## config.mk

```make
export PLATFORM = sky130hd
export DESIGN_NAME = uart_rx_fifo_flat
export DESIGN_NICKNAME = d
export VERILOG_FILES = /design/src/rtl/uart_rx_fifo_pkg.sv /design/src/rtl/uart_rx_fifo_if.sv /design/src/rtl/uart_rx_fifo_sync_fifo.sv /design/src/rtl/uart_rx_fifo.sv /design/src/flat_wrapper.sv
export SDC_FILE = /design/constraint.sdc
export NUM_CORES = 1
export LEC_CHECK = 0
export ABC_AREA = 1
export BUFFER_PORTS_ARGS = -buffer_cell sky130_fd_sc_hd__buf_2
export CAP_MARGIN = 0
export CORE_MARGIN = 2
export CORE_UTILIZATION = 45
export CTS_CLUSTER_DIAMETER = 30
export DETAILED_ROUTE_END_ITERATION = 12
export GPL_TIMING_DRIVEN = 0
export PLACE_DENSITY = 0.59
export REMOVE_ABC_BUFFERS = 1
export SKIP_LAST_GASP = 1
export SLEW_MARGIN = 5
export SYNTH_ARGS = -nofsm -noshare
export SYNTH_HDL_FRONTEND = slang
export SYNTH_SLANG_ARGS = --single-unit
```

## constraint.sdc

```tcl
create_clock -name clk -period 2.8 [get_ports clk]
set_clock_uncertainty 0.15 [all_clocks]
set_input_delay 0.28 -clock clk [delete_from_list [all_inputs] [get_ports clk]]
set_output_delay 0.28 -clock clk [all_outputs]
set_load 0.005 [all_outputs]
```

## src/rtl/uart_rx_fifo_pkg.sv

```systemverilog
// Shared types for the UART receive buffer: the stored entry layout and the capture FSM states.
package uart_rx_fifo_pkg;

  typedef struct packed {
    logic       parity_error;
    logic       frame_error;
    logic [7:0] data;
  } uart_rx_entry_t;

  typedef enum logic [1:0] {
    CAP_IDLE     = 2'd0,
    CAP_ACK      = 2'd1,
    CAP_WAIT_LOW = 2'd2
  } cap_state_t;

  localparam int ENTRY_W = $bits(uart_rx_entry_t);

endpackage

```

## src/rtl/uart_rx_fifo_if.sv

```systemverilog
// Receiver-side and CPU-side signals of the UART receive buffer; slave is the buffer, master drives it.
interface uart_rx_fifo_if #(
  parameter int DEPTH = 16
);
  localparam int CW = $clog2(DEPTH) + 1;

  logic          rx_ready;
  logic [7:0]    rx_data;
  logic          frame_error;
  logic          parity_error;
  logic          clear_rx_ready;
  logic          rd_en;
  logic [7:0]    rd_data;
  logic          rd_frame_error;
  logic          rd_parity_error;
  logic          empty;
  logic          full;
  logic [CW-1:0] count;
  logic          overrun;
  logic          clear_overrun;
  logic          flush;
  logic          rx_irq;

  modport master (
    output rx_ready, rx_data, frame_error, parity_error, rd_en, clear_overrun, flush,
    input  clear_rx_ready, rd_data, rd_frame_error, rd_parity_error,
    input  empty, full, count, overrun, rx_irq
  );

  modport slave (
    input  rx_ready, rx_data, frame_error, parity_error, rd_en, clear_overrun, flush,
    output clear_rx_ready, rd_data, rd_frame_error, rd_parity_error,
    output empty, full, count, overrun, rx_irq
  );

endinterface

```

## src/rtl/uart_rx_fifo_sync_fifo.sv

```systemverilog
// Generic show-ahead FIFO: write visible at rd_dat one cycle after push, pop takes effect at the edge.
// Push is dropped when full unless a pop frees the slot in the same cycle; pop ignored when empty.
module sync_fifo #(
  parameter int WIDTH = 8,
  parameter int DEPTH = 16
) (
  input  logic                       clk,
  input  logic                       rst_n,
  input  logic                       flush,
  input  logic                       wr_en,
  input  logic [WIDTH-1:0]           wr_dat,
  input  logic                       rd_en,
  output logic [WIDTH-1:0]           rd_dat,
  output logic [$clog2(DEPTH):0]     count,
  output logic                       full,
  output logic                       empty
);
  localparam int AW = $clog2(DEPTH);
  localparam int CW = AW + 1;

  logic [WIDTH-1:0] mem [DEPTH];
  logic [AW-1:0]    wr_ptr;
  logic [AW-1:0]    rd_ptr;
  logic             do_push;
  logic             do_pop;

  assign empty   = (count == '0);
  assign full    = (count == CW'(DEPTH));
  assign do_pop  = rd_en && !empty;
  assign do_push = wr_en && (!full || do_pop);
  assign rd_dat  = mem[rd_ptr];

  always_ff @(posedge clk or negedge rst_n) begin
    if (!rst_n) begin
      wr_ptr <= '0;
      rd_ptr <= '0;
      count  <= '0;
    end else if (flush) begin
      wr_ptr <= '0;
      rd_ptr <= '0;
      count  <= '0;
    end else begin
      if (do_push) wr_ptr <= wr_ptr + AW'(1);
      if (do_pop)  rd_ptr <= rd_ptr + AW'(1);
      case ({do_push, do_pop})
        2'b10:   count <= count + CW'(1);
        2'b01:   count <= count - CW'(1);
        default: count <= count;
      endcase
    end
  end

  // Storage is deliberately left unreset; the count gates what is ever read.
  always_ff @(posedge clk) begin
    if (do_push && !flush) mem[wr_ptr] <= wr_dat;
  end

endmodule

```

## src/rtl/uart_rx_fifo.sv

```systemverilog
// Captures each received character with its error flags into a show-ahead FIFO; entry visible one cycle after rx_ready.
// clear_rx_ready pulses once per character; a character arriving while full (and not popped) is dropped and sets overrun.
module uart_rx_fifo
  import uart_rx_fifo_pkg::*;
#(
  parameter int DEPTH     = 16,
  parameter int THRESHOLD = 8
) (
  input  logic           clk,
  input  logic           rst_n,
  uart_rx_fifo_if.slave  bus
);
  localparam int CW = $clog2(DEPTH) + 1;

  cap_state_t     state;
  cap_state_t     state_nxt;
  logic           capture;
  logic           push_ok;
  logic           clear_rx_ready_q;
  logic           overrun_q;
  uart_rx_entry_t wr_entry;
  uart_rx_entry_t head;
  logic [ENTRY_W-1:0] head_raw;
  logic [CW-1:0]  fifo_count;
  logic           fifo_full;
  logic           fifo_empty;

  always_comb begin
    state_nxt = state;
    capture   = 1'b0;
    case (state)
      CAP_IDLE: begin
        if (bus.rx_ready) begin
          capture   = 1'b1;
          state_nxt = CAP_ACK;
        end
      end
      CAP_ACK:      state_nxt = CAP_WAIT_LOW;
      CAP_WAIT_LOW: if (!bus.rx_ready) state_nxt = CAP_IDLE;
      default:      state_nxt = CAP_IDLE;
    endcase
  end

  always_ff @(posedge clk or negedge rst_n) begin
    if (!rst_n) begin
      state            <= CAP_IDLE;
      clear_rx_ready_q <= 1'b0;
    end else begin
      state            <= state_nxt;
      clear_rx_ready_q <= capture;
    end
  end

  // A pop in the same cycle frees the slot, so a full FIFO being read does not overrun.
  assign push_ok = !fifo_full || (bus.rd_en && !fifo_empty);

  always_ff @(posedge clk or negedge rst_n) begin
    if (!rst_n)                   overrun_q <= 1'b0;
    else if (bus.flush)           overrun_q <= 1'b0;
    else if (capture && !push_ok) overrun_q <= 1'b1;
    else if (bus.clear_overrun)   overrun_q <= 1'b0;
  end

  assign wr_entry.parity_error = bus.parity_error;
  assign wr_entry.frame_error  = bus.frame_error;
  assign wr_entry.data         = bus.rx_data;

  sync_fifo #(
    .WIDTH (ENTRY_W),
    .DEPTH (DEPTH)
  ) u_fifo (
    .clk    (clk),
    .rst_n  (rst_n),
    .flush  (bus.flush),
    .wr_en  (capture),
    .wr_dat (wr_entry),
    .rd_en  (bus.rd_en),
    .rd_dat (head_raw),
    .count  (fifo_count),
    .full   (fifo_full),
    .empty  (fifo_empty)
  );

  assign head                = head_raw;
  assign bus.rd_data         = head.data;
  assign bus.rd_frame_error  = head.frame_error;
  assign bus.rd_parity_error = head.parity_error;
  assign bus.clear_rx_ready  = clear_rx_ready_q;
  assign bus.empty           = fifo_empty;
  assign bus.full            = fifo_full;
  assign bus.count           = fifo_count;
  assign bus.overrun         = overrun_q;
  assign bus.rx_irq          = (fifo_count >= CW'(THRESHOLD));

endmodule

```

## src/flat_wrapper.sv

```systemverilog
// flat-port wrapper written by rule: the top's interface ports become plain ports
module uart_rx_fifo_flat import uart_rx_fifo_pkg::*;
#(
  parameter int DEPTH     = 16,
  parameter int THRESHOLD = 8
)
  (clk, rst_n, bus_rx_ready, bus_rx_data, bus_frame_error, bus_parity_error, bus_rd_en, bus_clear_overrun, bus_flush, bus_clear_rx_ready, bus_rd_data, bus_rd_frame_error, bus_rd_parity_error, bus_empty, bus_full, bus_count, bus_overrun, bus_rx_irq);
  uart_rx_fifo_if #(.DEPTH(DEPTH)) bus_i ();
  input  logic clk;
  input  logic rst_n;
  input wire logic [$bits(bus_i.rx_ready)-1:0] bus_rx_ready;
  input wire logic [$bits(bus_i.rx_data)-1:0] bus_rx_data;
  input wire logic [$bits(bus_i.frame_error)-1:0] bus_frame_error;
  input wire logic [$bits(bus_i.parity_error)-1:0] bus_parity_error;
  input wire logic [$bits(bus_i.rd_en)-1:0] bus_rd_en;
  input wire logic [$bits(bus_i.clear_overrun)-1:0] bus_clear_overrun;
  input wire logic [$bits(bus_i.flush)-1:0] bus_flush;
  output wire logic [$bits(bus_i.clear_rx_ready)-1:0] bus_clear_rx_ready;
  output wire logic [$bits(bus_i.rd_data)-1:0] bus_rd_data;
  output wire logic [$bits(bus_i.rd_frame_error)-1:0] bus_rd_frame_error;
  output wire logic [$bits(bus_i.rd_parity_error)-1:0] bus_rd_parity_error;
  output wire logic [$bits(bus_i.empty)-1:0] bus_empty;
  output wire logic [$bits(bus_i.full)-1:0] bus_full;
  output wire logic [$bits(bus_i.count)-1:0] bus_count;
  output wire logic [$bits(bus_i.overrun)-1:0] bus_overrun;
  output wire logic [$bits(bus_i.rx_irq)-1:0] bus_rx_irq;
  assign bus_i.rx_ready = bus_rx_ready;
  assign bus_i.rx_data = bus_rx_data;
  assign bus_i.frame_error = bus_frame_error;
  assign bus_i.parity_error = bus_parity_error;
  assign bus_i.rd_en = bus_rd_en;
  assign bus_i.clear_overrun = bus_clear_overrun;
  assign bus_i.flush = bus_flush;
  assign bus_clear_rx_ready = bus_i.clear_rx_ready;
  assign bus_rd_data = bus_i.rd_data;
  assign bus_rd_frame_error = bus_i.rd_frame_error;
  assign bus_rd_parity_error = bus_i.rd_parity_error;
  assign bus_empty = bus_i.empty;
  assign bus_full = bus_i.full;
  assign bus_count = bus_i.count;
  assign bus_overrun = bus_i.overrun;
  assign bus_rx_irq = bus_i.rx_irq;
  uart_rx_fifo #(.DEPTH(DEPTH), .THRESHOLD(THRESHOLD)) u_core (.clk(clk), .rst_n(rst_n), .bus(bus_i));
endmodule
```

==> results of run 1 <==
==> stage by stage <==
step                      power, W    util  instance area [sq um]
final                     0.007160  0.5123                   8436
after global routing      0.007543  0.5123                   8436
after CTS                 0.007120  0.5088                   8378
after detailed placement  0.004952  0.4736                   7799
after global placement    0.004882  0.4718                   7769
after floorplan           0.004342       -                   7318
==> worst max-delay path, delay by kind of cell, from the launching register on <==
kind,cells,cell delay [ns]
DFF,1,0.84
buffers and inverters,2,0.63
and+or+nand+nor,2,0.34
==> worst paths after layout <==
path | startpoint | to | slack, ns
worst max-delay path | u_core.u_fifo.rd_ptr[3] | bus_rd_data[0] | 0.12
worst min-delay path | bus_flush | u_core.u_fifo.rd_ptr[1] | 0.0002
worst max register to register | u_core.state[0] | u_core.u_fifo.mem[13][4] | 0.14
worst min register to register | u_core.state[1] | u_core.state[1] | 0.29
max in group asynchronous | rst_n | u_core.u_fifo.rd_ptr[1] | 2.04
min in group asynchronous | rst_n | u_core.u_fifo.count[4] | 0.15
==> final cells by class <==
| type | instances | area share |
|---|---|---|
| clock buffer | 22 | 0.05266 |
| timing repair buffer | 41 | 0.03174 |
| multi-input combinational | 387 | 0.2388 |
| inverter | 23 | 0.01261 |
| timing repair inverter | 2 | 0.002225 |
| tap | 220 | 0.03263 |
| clock inverter | 9 | 0.008009 |
| sequential | 177 | 0.6213 |
==> registers in the layout, indices dropped and copies added (netlist names) <==
register / flops
u_core.bus.clear_rx_ready: 1
u_core.u_fifo.rd_ptr: 4
u_core.u_fifo.wr_ptr: 4
u_core.u_fifo.mem: 160
u_core.u_fifo.count: 5
u_core.state: 2
u_core.bus.overrun: 1
==> power breakdown <==
group | switching, W | internal (W) | leakage (nW)
logic | 0.00123 | 0.000662 | 0.988
registers | 0.000175 | 0.00298 | 1.66
clock network | 0.000918 | 0.00120 | 0.248
==> repair_timing <==
action	4_1_cts	5_1_grt
endpoints found under the setup margin	10	24
setup buffers	0	2
hold endpoints to repair	20	0
pin swaps	0	0
hold buffers	3	0
resized for setup	8	3
cloned	2	0
==> per-layer routing <==
| metal | part of all wire | track usage | wire length [microns] | up-vias |
|---|---|---|---|---|
| li1 | - | - | - | 2275 |
| met1 | 0.44 | 0.2899 | 7873 | 2451 |
| met4 | 0.026 | 0.08097 | 471 | 0 |
| met5 | 0 | 0 | 0 | - |
| met3 | 0.057 | 0.03425 | 1029 | 32 |
| met2 | 0.48 | 0.3175 | 8657 | 155 |
==> layout by cell type (no fill, tap or decap), types with 6 or more instances in the layout <==
cell type,synthesis,routed
nand3_1,35,35
edfxtp_1,160,160
ha_1,8,8
a21oi_1,6,6
nor2_2,1,8
inv_1,17,16
o211ai_1,40,40
nor2_1,143,136
dfrtp_1,17,14
o21ai_1,7,7
nand2_1,47,47
o21ai_0,77,77
clkbuf_16,0,17
buf_2,9,35
==> kinds of logic after synthesis <==
group / Yosys count
adders and majority gates: 9
and+or+nand+nor: 240
DFF: 177
AOI/OAI and AO/OA: 134
xor gates and xnor gates: 4
buffers and inverters: 58
==> out/summary.txt, run 1 <==
Fillers = 1437
drt wl/cell = 20.47 microns
CTS tree = yes
max frequency = 373.4 MHz
CTS Buf Count = 17
post-layout min period = 2.678 ns
first-pass GRT wire length = 26.74 mm
Layout area overhead = 12.35%
clk buf depth = 2
status = completed
vias in the first global route = 4529
Seq cells post-synth = 177
Synth Area in Compound Gates = 0.1065
Final TNS setup = 0 ns
initial antenna violation count = 0
CP Class = flop to output pin
largest family of logic cells by synthesized area = simple AND/OR/NAND/NOR gates
clock slew at reported path FFs = 0.06 ns
Pwr per Cell Area = 848.8 mW/mm^2
dpl cells = 843
Syn. warnings = 0
Die W = 133.2 microns
antenna diode count = 0
clock latency on the worst-skew pair = 0.43 ns
GRT Total Usage = 0.2042
site row count = 47
hold_ws = 0.0001691 ns
Via density = 5.577
most common cell in the netlist = edfxtp_1
port bufs = 35
max cap viols = 0
Cell Chain, Critical Path = inv_1, nand3_1, nand2_1, buf_2
Final Cycle Share = 0.9564
Ports = 36
xor/xnor cell area share of the yosys netlist = 0.004666
Synth Cell Area = 0.007508 sq mm
Distinct cells, synth = 33
Final Non-Filler Cells = 881
path depth of the worst reg2reg path = 7
total leakage power = 2.900 nW
largest net degree at the start of global routing = 84
Worst-Margin Slew = 1.374 ns
htree depth = 4
final WL = 18.03 mm
Tightest Hold Check Type = input port to flop
number of cells on the worst hold path = 2
ys async rst share = 0.09605
global route overflow = 0
Root Driver = clkbuf_16
1st-iter DRT viols = 570
nature of the critical path endpoint = output pin
total number of vias = 4913
post-DP HPWL = 9.100 mm
synth top area cells = edfxtp_1 (64%), nor2_1 (7.1%), dfrtp_1 (5.7%)
cell type with the largest total area after synthesis = edfxtp_1
drt first pass iters = 6
Slew headroom = 0.08095
RSZ-0062 raised after global routing = yes
layout cell share with drive strength beyond 1 = 0.1437
Final setup viols = 0
Post-synth EDFFs = 160
DRT antenna net count = 0
NumNets Final = 674
critical path's slowest cell = dfrtp_1
CP peak stage delay = 0.84 ns
clock sink total = 177
worst slack, placed = -0.3083 ns
Seq/Total Area, Yosys = 0.6966
Primary FF master, synth = edfxtp_1
fraction of the mapped netlist area in simple logic gates = 0.1388
area of the multi-input gates = 0.002014 sq mm
starting density of the core = 0.4560
Avg Inst Size Synth = 12.07 sq um
critical path peak fanout = 12
area of the die = 0.01773 sq mm
WP data arrival = 2.25 ns
max-slew violation count = 0
post-synthesis adder-cell area fraction = 0.01600
WP data required = 2.37 ns
core footprint = 0.01647 sq mm
DRC Markers = 0
Final Hold Vio Count = 0
share of the synthesized area in the top cell type = 0.6399
maximum VDD drop = 455.9 uV
post-synthesis mux area share = 0
Synth top cells by count = edfxtp_1 (160), nor2_1 (143), o21ai_0 (77)
setup slack after layout = 0.1222 ns
height of the die = 133.2 microns
FF+latch area = 0.005241 sq mm
crit path launch type = flop
RD Place Congestion = 0.7721
Mapped Cells = 622
Power figures use the tool's default switching activity.
==> inputs of run 2 (changes only) <==
--- a/config.mk
+++ b/config.mk
@@ -5,7 +5,6 @@
 export SDC_FILE = /design/constraint.sdc
 export NUM_CORES = 1
 export LEC_CHECK = 0
-export ABC_AREA = 1
 export BUFFER_PORTS_ARGS = -buffer_cell sky130_fd_sc_hd__buf_2
 export CAP_MARGIN = 0
 export CORE_MARGIN = 2
@@ -13,7 +12,7 @@
 export CTS_CLUSTER_DIAMETER = 30
 export DETAILED_ROUTE_END_ITERATION = 12
 export GPL_TIMING_DRIVEN = 0
-export PLACE_DENSITY = 0.59
+export PLACE_DENSITY = 0.6
 export REMOVE_ABC_BUFFERS = 1
 export SKIP_LAST_GASP = 1
 export SLEW_MARGIN = 5
==> run 2 against run 1 <==
- first-iteration DRC count down 54%
- highest routed layer unchanged
- cell count decreased by 28%
- core utilization is 2.1 points higher
- hold slack better by 0.078 ns
- sequential power down 1%
- worst setup slack lost 0.087 ns
- synthesized cell count is 43% lower
- synthesized area shrank 4.1%
- critical endpoint is now bus_rd_data[4]
- clock-buffer cell count decreased by 1
- critical path depth up 1
- die area shrank 4.0%
==> out/summary.txt, run 2 <==
NumNets Final = 430 (-36%)
antenna diode count = 0 (unchanged)
RD Place Congestion = 0.7418 (-3.9%)
port bufs = 35 (unchanged)
Pwr Total = 0.007104 W (-0.79%)
Cell Chain, Critical Path = buf_12, clkbuf_16, mux4_2, mux4_2, buf_2
Via density = 5.565 (-0.21%)
status = completed
Reg with most FFs = u_core.u_fifo.mem
layout cell share with drive strength beyond 1 = 0.3558 (+0.2120)
htree depth = 4 (unchanged)
most common cell in the netlist = edfxtp_1
core footprint = 0.01577 sq mm (-4.2%)
Layout area overhead = 16.97%
Hold Crit Start = bus_rx_data[7]
RSZ-0062 raised after global routing = yes
crit path launch type = flop
Synth Cell Area = 0.007197 sq mm (-4.1%)
share of the synthesized area in the top cell type = 0.6676 (+0.02770)
largest net degree at the start of global routing = 24 (-71%)
worst hold endpoint = u_core.u_fifo.mem[4][7]
dpl cell area = 0.007617 sq mm (-2.3%)
CP peak stage delay = 0.49 ns (-0.35 ns)
DRT antenna net count = 0 (unchanged)
height of the die = 130.5 microns (-2.0%)
critical path's slowest cell = mux4_2
clock slew at reported path FFs = 0.06 ns (about the same)
global route overflow = 0 (unchanged)
Seq cells post-synth = 177 (unchanged)
finished layout cell area = 0.008418 sq mm (-0.21%)
Pwr per Cell Area = 843.9 mW/mm^2 (-0.59%)
Die W = 130.5 microns (-2.0%)
Largest register FFs = 160 (unchanged)
Tightest Hold Check Type = input port to flop
WP data required = 2.37 ns (about the same)
commonest non-fill, non-tap cell in the layout = edfxtp_1
clock sink total = 177 (unchanged)
worst slack, placed = -0.1722 ns (+0.1360 ns)
drt first pass iters = 4 (-2)
number of cells on the worst hold path = 1 (-1)
register-to-register setup slack = 0.10 ns (-0.04 ns)
Distinct cells, synth = 45 (+36%)
path depth of the worst reg2reg path = 8 (+1)
final WL = 15.12 mm (-16%)
Worst-Margin Slew = 0.9322 ns (-0.4413 ns)
Seq/Total Area, Yosys = 0.7267 (+0.03015)
CP Class = flop to output pin
starting density of the core = 0.4564 (about the same)
max-slew violation count = 0 (unchanged)
area of the die = 0.01702 sq mm (-4.0%)
site row count = 46 (-2.1%)
largest registers = u_core.u_fifo.mem (160), u_core.u_fifo.count (5)
Final Hold Vio Count = 0 (unchanged)
vias in the first global route = 3530 (-22%)
nature of the critical path endpoint = output pin
initial antenna violation count = 0 (unchanged)
clock latency on the worst-skew pair = 0.42 ns (about the same)
maximum VDD drop = 470.9 uV (+3.3%)
most frequent cells in the layout = edfxtp_1 (160), mux4_2 (50), buf_2 (35)
cell type with the largest total area after synthesis = edfxtp_1
Synth top cells by count = edfxtp_1 (160), mux4_2 (50), dfrtp_1 (17)
Slew headroom = 0.3757 (+0.2948)
DRC Markers = 0 (unchanged)
Post-synth EDFFs = 160 (unchanged)
Final Cycle Share = 0.9875 (+0.03112)
clk buf depth = 2 (unchanged)
Avg Inst Size Synth = 20.45 sq um (+69%)
ys async rst share = 0.09605 (unchanged)
post-layout min period = 2.765 ns (+0.08714 ns)
CTS tree = yes
GRT Total Usage = 0.1845 (-0.01965)
total number of vias = 3517 (-28%)
setup slack after layout = 0.03506 ns (-0.08714 ns)
CTS Buf Count = 17 (unchanged)
synth top area cells = edfxtp_1 (67%), mux4_2 (16%), dfrtp_1 (5.9%)
r2r startpoint = u_core.u_fifo.count[2]
post-DP HPWL = 7.950 mm (-13%)
crit-path most repeated cell = mux4_2
FF-to-FF End = u_core.u_fifo.count[4]
Root Driver = clkbuf_16
WP data arrival = 2.33 ns (+0.08 ns)
max cap viols = 0 (unchanged)
critical path peak fanout = 6 (-6)
Ports = 36 (unchanged)
total leakage power = 2.808 nW (-3.2%)
Mapped Cells = 352 (-43%)
Final setup viols = 0 (unchanged)
Syn. warnings = 0 (unchanged)
first-pass GRT wire length = 21.56 mm (-19%)
Primary FF master, synth = edfxtp_1
drt wl/cell = 23.92 microns (+17%)
1st-iter DRT viols = 262 (-54%)
max frequency = 361.7 MHz (-3.2%)
==> run 2: changes by cell type after synthesis, moves of 6 or more <==
cell | before | now
mux4_2 | 0 | 50
o21ai_0 | 77 | 5
inv_1 | 17 | 8
and3_1 | 0 | 15
nand3_1 | 35 | 5
o21ai_1 | 7 | 1
nand2_1 | 47 | 2
nor2_1 | 143 | 13
o211ai_1 | 40 | 2
==> run 2: kinds of logic (layout without fill, tap and decap cells) <==
logic type | count (synthesis) | count (layout) | share of synthesized area
mux | 55 | 55 | 0.1636
buf+inv | 28 | 92 | 0.01704
simple gates | 54 | 54 | 0.04207
flops | 177 | 177 | 0.7267
compound gates | 23 | 23 | 0.02660
fa+ha+maj | 9 | 9 | 0.01669
xor+xnor | 6 | 6 | 0.007303
==> run 2: where the power goes <==
| part | internal (W) | switching (W) | total (W) |
|---|---|---|---|
| Sequential | 0.00299 | 0.000124 | 0.00311 |
| Clock | 0.00120 | 0.000914 | 0.00211 |
| Combinational | 0.00106 | 0.000830 | 0.00188 |
==> run 2: cell type report <==
class	count	area, sq um
clock inverter	9	68.82
sequential	177	5238
clock buffer	21	440.4
inverter	10	40.04
multi-input combinational	147	1874
timing repair buffer	52	486.7
tap	216	270.3
fill	1290	7352
==> run 2: per-stage QoR <==
stage	instances	utilization	TNS (ns)	hold slack, ns
floorplan	334	-	-4.815	-0.1656
global placement	585	0.4794	-19.25	0.06988
detailed placement	587	0.4830	-5.497	0.07330
CTS	627	0.5285	-0.03806	0.06827
global route	632	0.5338	-0.07612	0.07904
finish	632	0.5338	0	0.07794
==> run 2: worst max path at each step <==
stage,from,end,cells past startpoint
detailed placement,u_core.u_fifo.count[1],u_core.u_fifo.count[4],8
finish,u_core.u_fifo.rd_ptr[0],bus_rd_data[4],5
floorplan,u_core.u_fifo.rd_ptr[0],bus_rd_data[0],2
global route,u_core.u_fifo.count[0],u_core.u_fifo.count[4],8
CTS,u_core.u_fifo.count[1],u_core.u_fifo.count[4],8
global placement,u_core.u_fifo.rd_ptr[0],bus_rd_data[1],3
==> run 2: worst max-delay path: cells and delay by family (launching register included) <==
family                 cells  cell delay [ns]
flip-flops                 1             0.45
multiplexers               2             0.97
buffers and inverters      3             0.48
==> run 2: what timing repair did <==
item                                    4_1_cts  5_1_grt
gates resized for setup                      17        4
hold endpoints to repair                     19        0
endpoints found under the setup margin      122       35
hold buffers                                  3        0
pin swaps                                     0        2
buffers inserted                              3        3
cloned                                        4        2
==> run 2: layer usage <==
| layer | track usage | vias to the layer above | part of all wire |
|---|---|---|---|
| met1 | 0.2398 | 1874 | 0.43 |
| met5 | 0 | - | 0 |
| met2 | 0.3129 | 72 | 0.53 |
| li1 | - | 1552 | - |
| met3 | 0.03705 | 19 | 0.032 |
| met4 | 0.06696 | 0 | 0.017 |
